## src/rtl/ysyx_22050243_pipe_ctrl.sv

```systemverilog
// ysyx_22050243_pipe_ctrl: hazard/flow controller driving the PC and the four pipeline slices.
// Latency: all slice commands are combinational from state, valid bits and inputs; valid bits and FSM update each clk.
// Backpressure: mem_busy freezes everything up to EX/MEM, ex_busy freezes up to ID/EX, fetch misses bubble IF/ID.
// Optional macro YSYX_22050243_PIPE_PERF_EN adds stall_cycles/flush_events perf counters.
module ysyx_22050243_pipe_ctrl #(
  parameter int REG_ADDR_W = 5,
  parameter int CNT_W      = 32
) (
  input  logic                  clk,
  input  logic                  rst,
  input  logic                  if_ready,
  input  logic                  mem_busy,
  input  logic                  ex_busy,
  input  logic [REG_ADDR_W-1:0] id_rs1,
  input  logic [REG_ADDR_W-1:0] id_rs2,
  input  logic                  id_rs1_used,
  input  logic                  id_rs2_used,
  input  logic [REG_ADDR_W-1:0] ex_rd,
  input  logic                  ex_wen,
  input  logic                  ex_is_load,
  input  logic                  ex_redirect,
  input  logic                  mem_trap,
  output logic                  pc_stall,
  output logic                  pc_sel_redirect,
  output logic                  pc_sel_trap,
  output logic                  ifid_en,
  output logic                  ifid_stall,
  output logic                  ifid_flush,
  output logic                  idex_en,
  output logic                  idex_stall,
  output logic                  idex_flush,
  output logic                  exmem_en,
  output logic                  exmem_stall,
  output logic                  exmem_flush,
  output logic                  memwb_en,
  output logic                  memwb_stall,
  output logic                  memwb_flush
`ifdef YSYX_22050243_PIPE_PERF_EN
  ,
  output logic [CNT_W-1:0]      stall_cycles,
  output logic [CNT_W-1:0]      flush_events
`endif
);

  typedef enum logic [1:0] {
    S_RUN   = 2'd0,
    S_DRAIN = 2'd1,
    S_FLUSH = 2'd2
  } state_t;

  state_t state_q, state_d;
  logic   v_id_q, v_ex_q, v_mem_q, v_wb_q;
  logic   v_id_d, v_ex_d, v_mem_d, v_wb_d;
  logic   load_use;
  logic   trap_take;

  // Mirror of a slice register: flush beats stall beats enable; en=0 loads a bubble.
  function automatic logic slice_next(input logic flush, input logic stall,
                                      input logic en, input logic cur, input logic up);
    if (flush)      slice_next = 1'b0;
    else if (stall) slice_next = cur;
    else if (en)    slice_next = up;
    else            slice_next = 1'b0;
  endfunction

  // Load-use hazard: a valid load in EX writes a register the valid ID instruction reads; x0 never hazards.
  always_comb begin
    load_use = v_ex_q & ex_is_load & ex_wen & (ex_rd != '0) & v_id_q &
               ((id_rs1_used & (id_rs1 == ex_rd)) | (id_rs2_used & (id_rs2 == ex_rd)));
    trap_take = mem_trap & v_mem_q;
  end

  // Next-state and per-slice command selection; rules are checked in priority order.
  always_comb begin
    state_d         = state_q;
    pc_stall        = 1'b0;
    pc_sel_redirect = 1'b0;
    pc_sel_trap     = 1'b0;
    ifid_en  = 1'b0; ifid_stall  = 1'b0; ifid_flush  = 1'b0;
    idex_en  = 1'b0; idex_stall  = 1'b0; idex_flush  = 1'b0;
    exmem_en = 1'b0; exmem_stall = 1'b0; exmem_flush = 1'b0;
    memwb_en = 1'b0; memwb_stall = 1'b0; memwb_flush = 1'b0;
    if (rst) begin
      pc_stall    = 1'b1;
      ifid_flush  = 1'b1;
      idex_flush  = 1'b1;
      exmem_flush = 1'b1;
      memwb_flush = 1'b1;
      state_d     = S_RUN;
    end else begin
      case (state_q)
        S_RUN: begin
          if (mem_busy || trap_take) begin
            // Memory hold; a committing trap also freezes the pipe so nothing younger retires.
            pc_stall    = 1'b1;
            ifid_stall  = 1'b1;
            idex_stall  = 1'b1;
            exmem_stall = 1'b1;
            if (trap_take) state_d = mem_busy ? S_DRAIN : S_FLUSH;
          end else if (ex_busy) begin
            pc_stall   = 1'b1;
            ifid_stall = 1'b1;
            idex_stall = 1'b1;
            memwb_en   = 1'b1;
          end else if (ex_redirect && v_ex_q) begin
            pc_sel_redirect = 1'b1;
            ifid_flush      = 1'b1;
            idex_flush      = 1'b1;
            exmem_en        = 1'b1;
            memwb_en        = 1'b1;
          end else if (load_use) begin
            pc_stall   = 1'b1;
            ifid_stall = 1'b1;
            exmem_en   = 1'b1;
            memwb_en   = 1'b1;
          end else if (!if_ready) begin
            pc_stall = 1'b1;
            idex_en  = 1'b1;
            exmem_en = 1'b1;
            memwb_en = 1'b1;
          end else begin
            ifid_en  = 1'b1;
            idex_en  = 1'b1;
            exmem_en = 1'b1;
            memwb_en = 1'b1;
          end
        end
        S_DRAIN: begin
          // Wait for the outstanding memory access; the exit cycle still holds.
          pc_stall    = 1'b1;
          ifid_stall  = 1'b1;
          idex_stall  = 1'b1;
          exmem_stall = 1'b1;
          if (!mem_busy) state_d = S_FLUSH;
        end
        S_FLUSH: begin
          pc_sel_trap = 1'b1;
          ifid_flush  = 1'b1;
          idex_flush  = 1'b1;
          exmem_flush = 1'b1;
          memwb_flush = 1'b1;
          state_d     = S_RUN;
        end
        default: state_d = S_RUN;
      endcase
    end
  end

  // Valid bits follow the slices they shadow.
  always_comb begin
    v_id_d  = slice_next(ifid_flush,  ifid_stall,  ifid_en,  v_id_q,  if_ready);
    v_ex_d  = slice_next(idex_flush,  idex_stall,  idex_en,  v_ex_q,  v_id_q);
    v_mem_d = slice_next(exmem_flush, exmem_stall, exmem_en, v_mem_q, v_ex_q);
    v_wb_d  = slice_next(memwb_flush, memwb_stall, memwb_en, v_wb_q,  v_mem_q);
  end

  // State and valid-bit registers.
  always_ff @(posedge clk) begin
    if (rst) begin
      state_q <= S_RUN;
      v_id_q  <= 1'b0;
      v_ex_q  <= 1'b0;
      v_mem_q <= 1'b0;
      v_wb_q  <= 1'b0;
    end else begin
      state_q <= state_d;
      v_id_q  <= v_id_d;
      v_ex_q  <= v_ex_d;
      v_mem_q <= v_mem_d;
      v_wb_q  <= v_wb_d;
    end
  end

`ifdef YSYX_22050243_PIPE_PERF_EN
  logic [CNT_W-1:0] stall_cycles_q, stall_cycles_d;
  logic [CNT_W-1:0] flush_events_q, flush_events_d;

  // Counters wrap naturally at 2^CNT_W.
  always_comb begin
    stall_cycles_d = stall_cycles_q;
    flush_events_d = flush_events_q;
    if (!rst && pc_stall)                      stall_cycles_d = stall_cycles_q + 1'b1;
    if (!rst && (pc_sel_redirect || pc_sel_trap)) flush_events_d = flush_events_q + 1'b1;
  end

  // Perf counter registers.
  always_ff @(posedge clk) begin
    if (rst) begin
      stall_cycles_q <= '0;
      flush_events_q <= '0;
    end else begin
      stall_cycles_q <= stall_cycles_d;
      flush_events_q <= flush_events_d;
    end
  end

  assign stall_cycles = stall_cycles_q;
  assign flush_events = flush_events_q;
`endif

endmodule

```

## config.mk

```make
export PLATFORM = sky130hd
export DESIGN_NAME = ysyx_22050243_pipe_ctrl
export DESIGN_NICKNAME = d
export VERILOG_FILES = /design/src/rtl/ysyx_22050243_pipe_ctrl.sv
export SDC_FILE = /design/constraint.sdc
export NUM_CORES = 1
export LEC_CHECK = 0
export CORE_ASPECT_RATIO = 1.1
export CORE_UTILIZATION = 30
export DETAILED_ROUTE_END_ITERATION = 7
export PLACE_DENSITY = 0.77
export RECOVER_POWER = 50
export SYNTH_ARGS = -nofsm -noshare
export SYNTH_HDL_FRONTEND = slang
export SYNTH_SLANG_ARGS = --single-unit
```

## constraint.sdc

```tcl
create_clock -name clk -period 1.7 [get_ports clk]
set_input_delay 0.34 -clock clk [delete_from_list [all_inputs] [get_ports clk]]
set_output_delay 0.34 -clock clk [all_outputs]
set_load 0.005 [all_outputs]
```

# Word level (Yosys, flattened, before mapping)
# Index checks and enable logic that the tools add are counted.
# classes
n_eq_ne	7
mux	58
bitwise_logic	9
reduce_logical	7
# ops
op	count
$mux W1	48
$eq A5 B5 Y1	2
$pmux W1 S2	5
$and A1 B1 Y1	8
$mux W2	4
$ne A2 B2 Y1 const B	3
$reduce_bool A5 Y1	1
$pmux W2 S2	1
$reduce_or A2 Y1	2
$reduce_and A3 Y1	1
$eq A2 B1 Y1 const B	1
$eq A2 B2 Y1 const B	1
$logic_not A2 Y1	1
$logic_and A1 B1 Y1	1
$logic_or A1 B1 Y1	1
$or A1 B1 Y1	1
# totals
regBits	5
in_bits	26

# Longest topological paths before layout
# logic_depth
word_depth	12
mapped_depth	5
mapped_depth_nobuf	5

# Worst setup path before layout
# Ideal clock, no wire load.
# synth_timing
kind	input to output
start	input rst
end	output ifid_en
arrival_ns	1.312
required_ns	1.360
slack_ns	0.048
stages	5
n_path_buf	1
cell_sequence	or2_1 > buf_6 > or3_4 > nor2_4 > and3_1
# synth_between
elab_chain_len	1
# synth_lines
element	line_no	rtl
start, declared	10	input logic rst,
$mux W1	83	if (rst) begin
end, declared	26	output logic ifid_en,
# Every way passes these cells.

# Worst setup path in the final report
# layout_timing
start	input ex_busy
end	output ifid_en
# layout_between
elab_chain_len	4
# layout_lines
element	line_no	rtl
start, declared	13	input logic ex_busy,
$mux W1	100	end else if (ex_busy) begin
$mux W1	93	if (mem_busy || trap_take) begin
$mux W1	91	case (state_q)
$mux W1	83	
# Every way passes these cells.

==> summary.txt <==
unrepaired setup endpoints after global routing -> yes
clock sinks -> 5
critical path class -> in -> out
xor/xnor cell area share of the yosys netlist -> 0.1842
port bufs -> 39
TritonCTS Buffers -> 3
worst hold endpoint -> state_q[1]
Min-Delay Startpoint -> mem_busy
CTS tree -> done
Post-Synth Adder-Cell Area -> 0
FF+latch count, synth -> 5
compound-gate portion of the synthesized area -> 0.1711
DR DRC count -> 0
Clock Latency Late Sink -> 0.24 ns
worst setup margin -> -0.2572 ns
vias per inst -> 5.153
DP Area -> 957.2 um2
failing checks -> negative setup slack
Mapped Area -> 475.5 um2
Clock Path Buffers -> 2
Pins Over Slew Limit -> 0
final net count -> 155
outcome -> complete, but fails checks
Synth cell types -> 28
clock slew at reported path FFs -> 0.04 ns
Post-Route Utilization -> 0.7848
Design Power -> 0.4413 mW
post-route ant nets -> 0
Final HPWL DP -> 1330 um
worst r2r dst -> v_ex_q
global route overflow -> 0
drt pass-1 iters -> 4
final wirelength -> 2266 um
min-delay worst type -> in -> reg
# rows -> 14
Worst Skew -> 0.003805 ns
YS warnings -> 0
Cell Pwr Density -> 396.3 nW/um2
post-synth net total -> 90
Design Area, Final -> 1114 um2
first-pass GRT wire length -> 2987 um
CP Capture Type -> output pin
count of final hold-check violations -> 0
CP required -> 1.36 ns
post-synthesis sequential area ratio -> 0.2105
crit start category -> input pin
Post-Synth Simple-Gate Area -> 0.3395
worst r2r src -> state_q[0]
GP Congestion -> 0.7237
mux cell area share after synthesis -> 0
IO Pins -> 41
placed insts -> 129
antenna violations before repair -> 0
Max Fclk -> 0.5109 GHz
post-layout min period -> 1.957 ns
crit share post-route -> 1.151
via count of the first global-routing pass -> 668
post-DR wirelength/cell -> 15.74 um
Area Overhead vs Synth -> 134.2%
share of layout cells above drive strength 1 -> 0.5313
R2R depth -> 7
largest family of logic cells by synthesized area -> simple AND/OR/NAND/NOR gates
hold_buf cts -> 0
antenna fix cells -> 0
core area -> 1419 um2
filler instances -> 108
max-cap check violation count -> 0
setup slack, reg-to-reg -> 0.09 ns
drt initial violations -> 23
GRT Overall Usage -> 0.2568
via count -> 742
largest net degree at the start of global routing -> 9
clock root cell -> clkbuf_4
Die X -> 39.96 um
Hold Crit Depth -> 2
height of the die -> 43.76 um
Syn Inst Count -> 64
static leakage -> 0.5665 nW
Syn Area/Cell -> 7.429 um2
IR drop worst, VDD -> 0.4101 mV
Finish-stage setup viols -> 10
Die Area -> 1748 um2
Initial Utilization -> 0.3351
Layout Cells excl Fill -> 144
Crit path arrival time -> 1.62 ns
number of H-tree levels -> 1
Worst Path Max Fanout -> 3
power by group:
| group | switching [mW] | internal [mW] |
|---|---|---|
| clock | 0.0458 | 0.0886 |
| combinational | 0.0768 | 0.108 |
| sequential | 0.00190 | 0.120 |
| total | 0.124 | 0.317 |
layout make-up:
type                    instances  area, um2  area share
flip-flops and latches          5      101.3     0.09101
repair buffers                 64      514.2      0.4618
multi-input cells              53      444.2      0.3989
well taps                      16      20.02     0.01798
clock buffers                   4      26.28     0.02360
inverters                       2      7.507    0.006742
through the flow:
stage / setup TNS (ns) / hold WS (ns) / setup WS, ns
after CTS: -2.168 / 0.4218 / -0.2876
after floorplan: 0 / 0.4188 / 0.04763
after global routing: -2.188 / 0.4314 / -0.2959
after global placement: -8.486 / 0.5137 / -0.8339
after detailed placement: -9.099 / 0.5454 / -0.9272
final: -1.635 / 0.4430 / -0.2572
synthesized netlist by cell type, drive strengths merged:
library cell,instances,area (um2)
and2,1,7.510
nor3b,2,15.01
dfxtp,5,100.1
or2,1,6.260
a21o,1,7.510
o22ai,1,6.260
xnor2,10,87.58
or3,1,11.26
nor3,2,10.01
and2b,1,7.510
buf,4,33.78
nand2,6,22.52
nand3,1,5.000
a211o,1,8.760
and3,1,6.260
nand2b,1,6.260
a31oi,1,6.260
nor2,8,37.54
or2b,1,7.510
o21ai,2,10.01
a21oi,5,25.02
nand4,3,18.77
a32o,1,10.01
conb,1,3.750
o21bai,1,7.510
inv,2,7.510
timing repair:
item | in CTS | in global routing
setup endpoints to repair | 15 | 13
pin swaps | 21 | 19
resized for setup | 85 | 42
setup buffers | 9 | 2
layout by cell type, fill, tap and decap left out, types with 3 or more instances in the layout:
master           synthesis  routed
a21oi_1                  5       3
buf_2                    0       9
buf_4                    3      17
buf_6                    1       7
clkbuf_2                 0      11
clkbuf_4                 0       3
clkdlybuf4s15_1          0       7
clkdlybuf4s50_1          0       3
dfxtp_1                  5       4
dlygate4sd2_1            0       4
dlymetal6s2s_1           0       3
nand2_1                  6       5
nand4_1                  3       3
nor2_1                   7       4
xnor2_1                 10       6
xnor2_2                  0       4
sequential cells by signal (all words and copies together), names as in the netlist:
signal,cells
v_id_q,1
v_ex_q,1
v_mem_q,1
state_q,2
worst max-delay path by stage:
stage	start	end	slack, ns	cells past startpoint
after detailed placement	ex_rd[4]	pc_stall	-0.93	7
after floorplan	rst	ifid_en	0.05	5
after CTS	state_q[0]	ifid_en	-0.29	5
after global routing	state_q[1]	ifid_en	-0.30	5
final	ex_busy	ifid_en	-0.26	5
after global placement	ex_rd[4]	ifid_stall	-0.83	7
routing by layer:
layer | part of all wire | track usage | wire, um | up-vias
met2 | 0.55 | 0.4355 | 1255 | 38
li1 | - | - | - | 347
met3 | 0.052 | 0.05128 | 117 | 6
met5 | 0 | 0 | 0 | -
met4 | 0.027 | 0.1724 | 61 | 0
met1 | 0.37 | 0.2698 | 831 | 351
logic make-up after synthesis:
group           Yosys count
buf+inv                   6
compound gates           13
flops                     5
simple gates             29
xor+xnor                 10
other cells               1
critical path, cell delays in order:
cell	delay, ns
clkdlybuf4s50_1	0.45
or3_4	0.44
nor2_4	0.11
and3_4	0.19
buf_6	0.08
No activity file was read; power rests on OpenSTA's default activity.
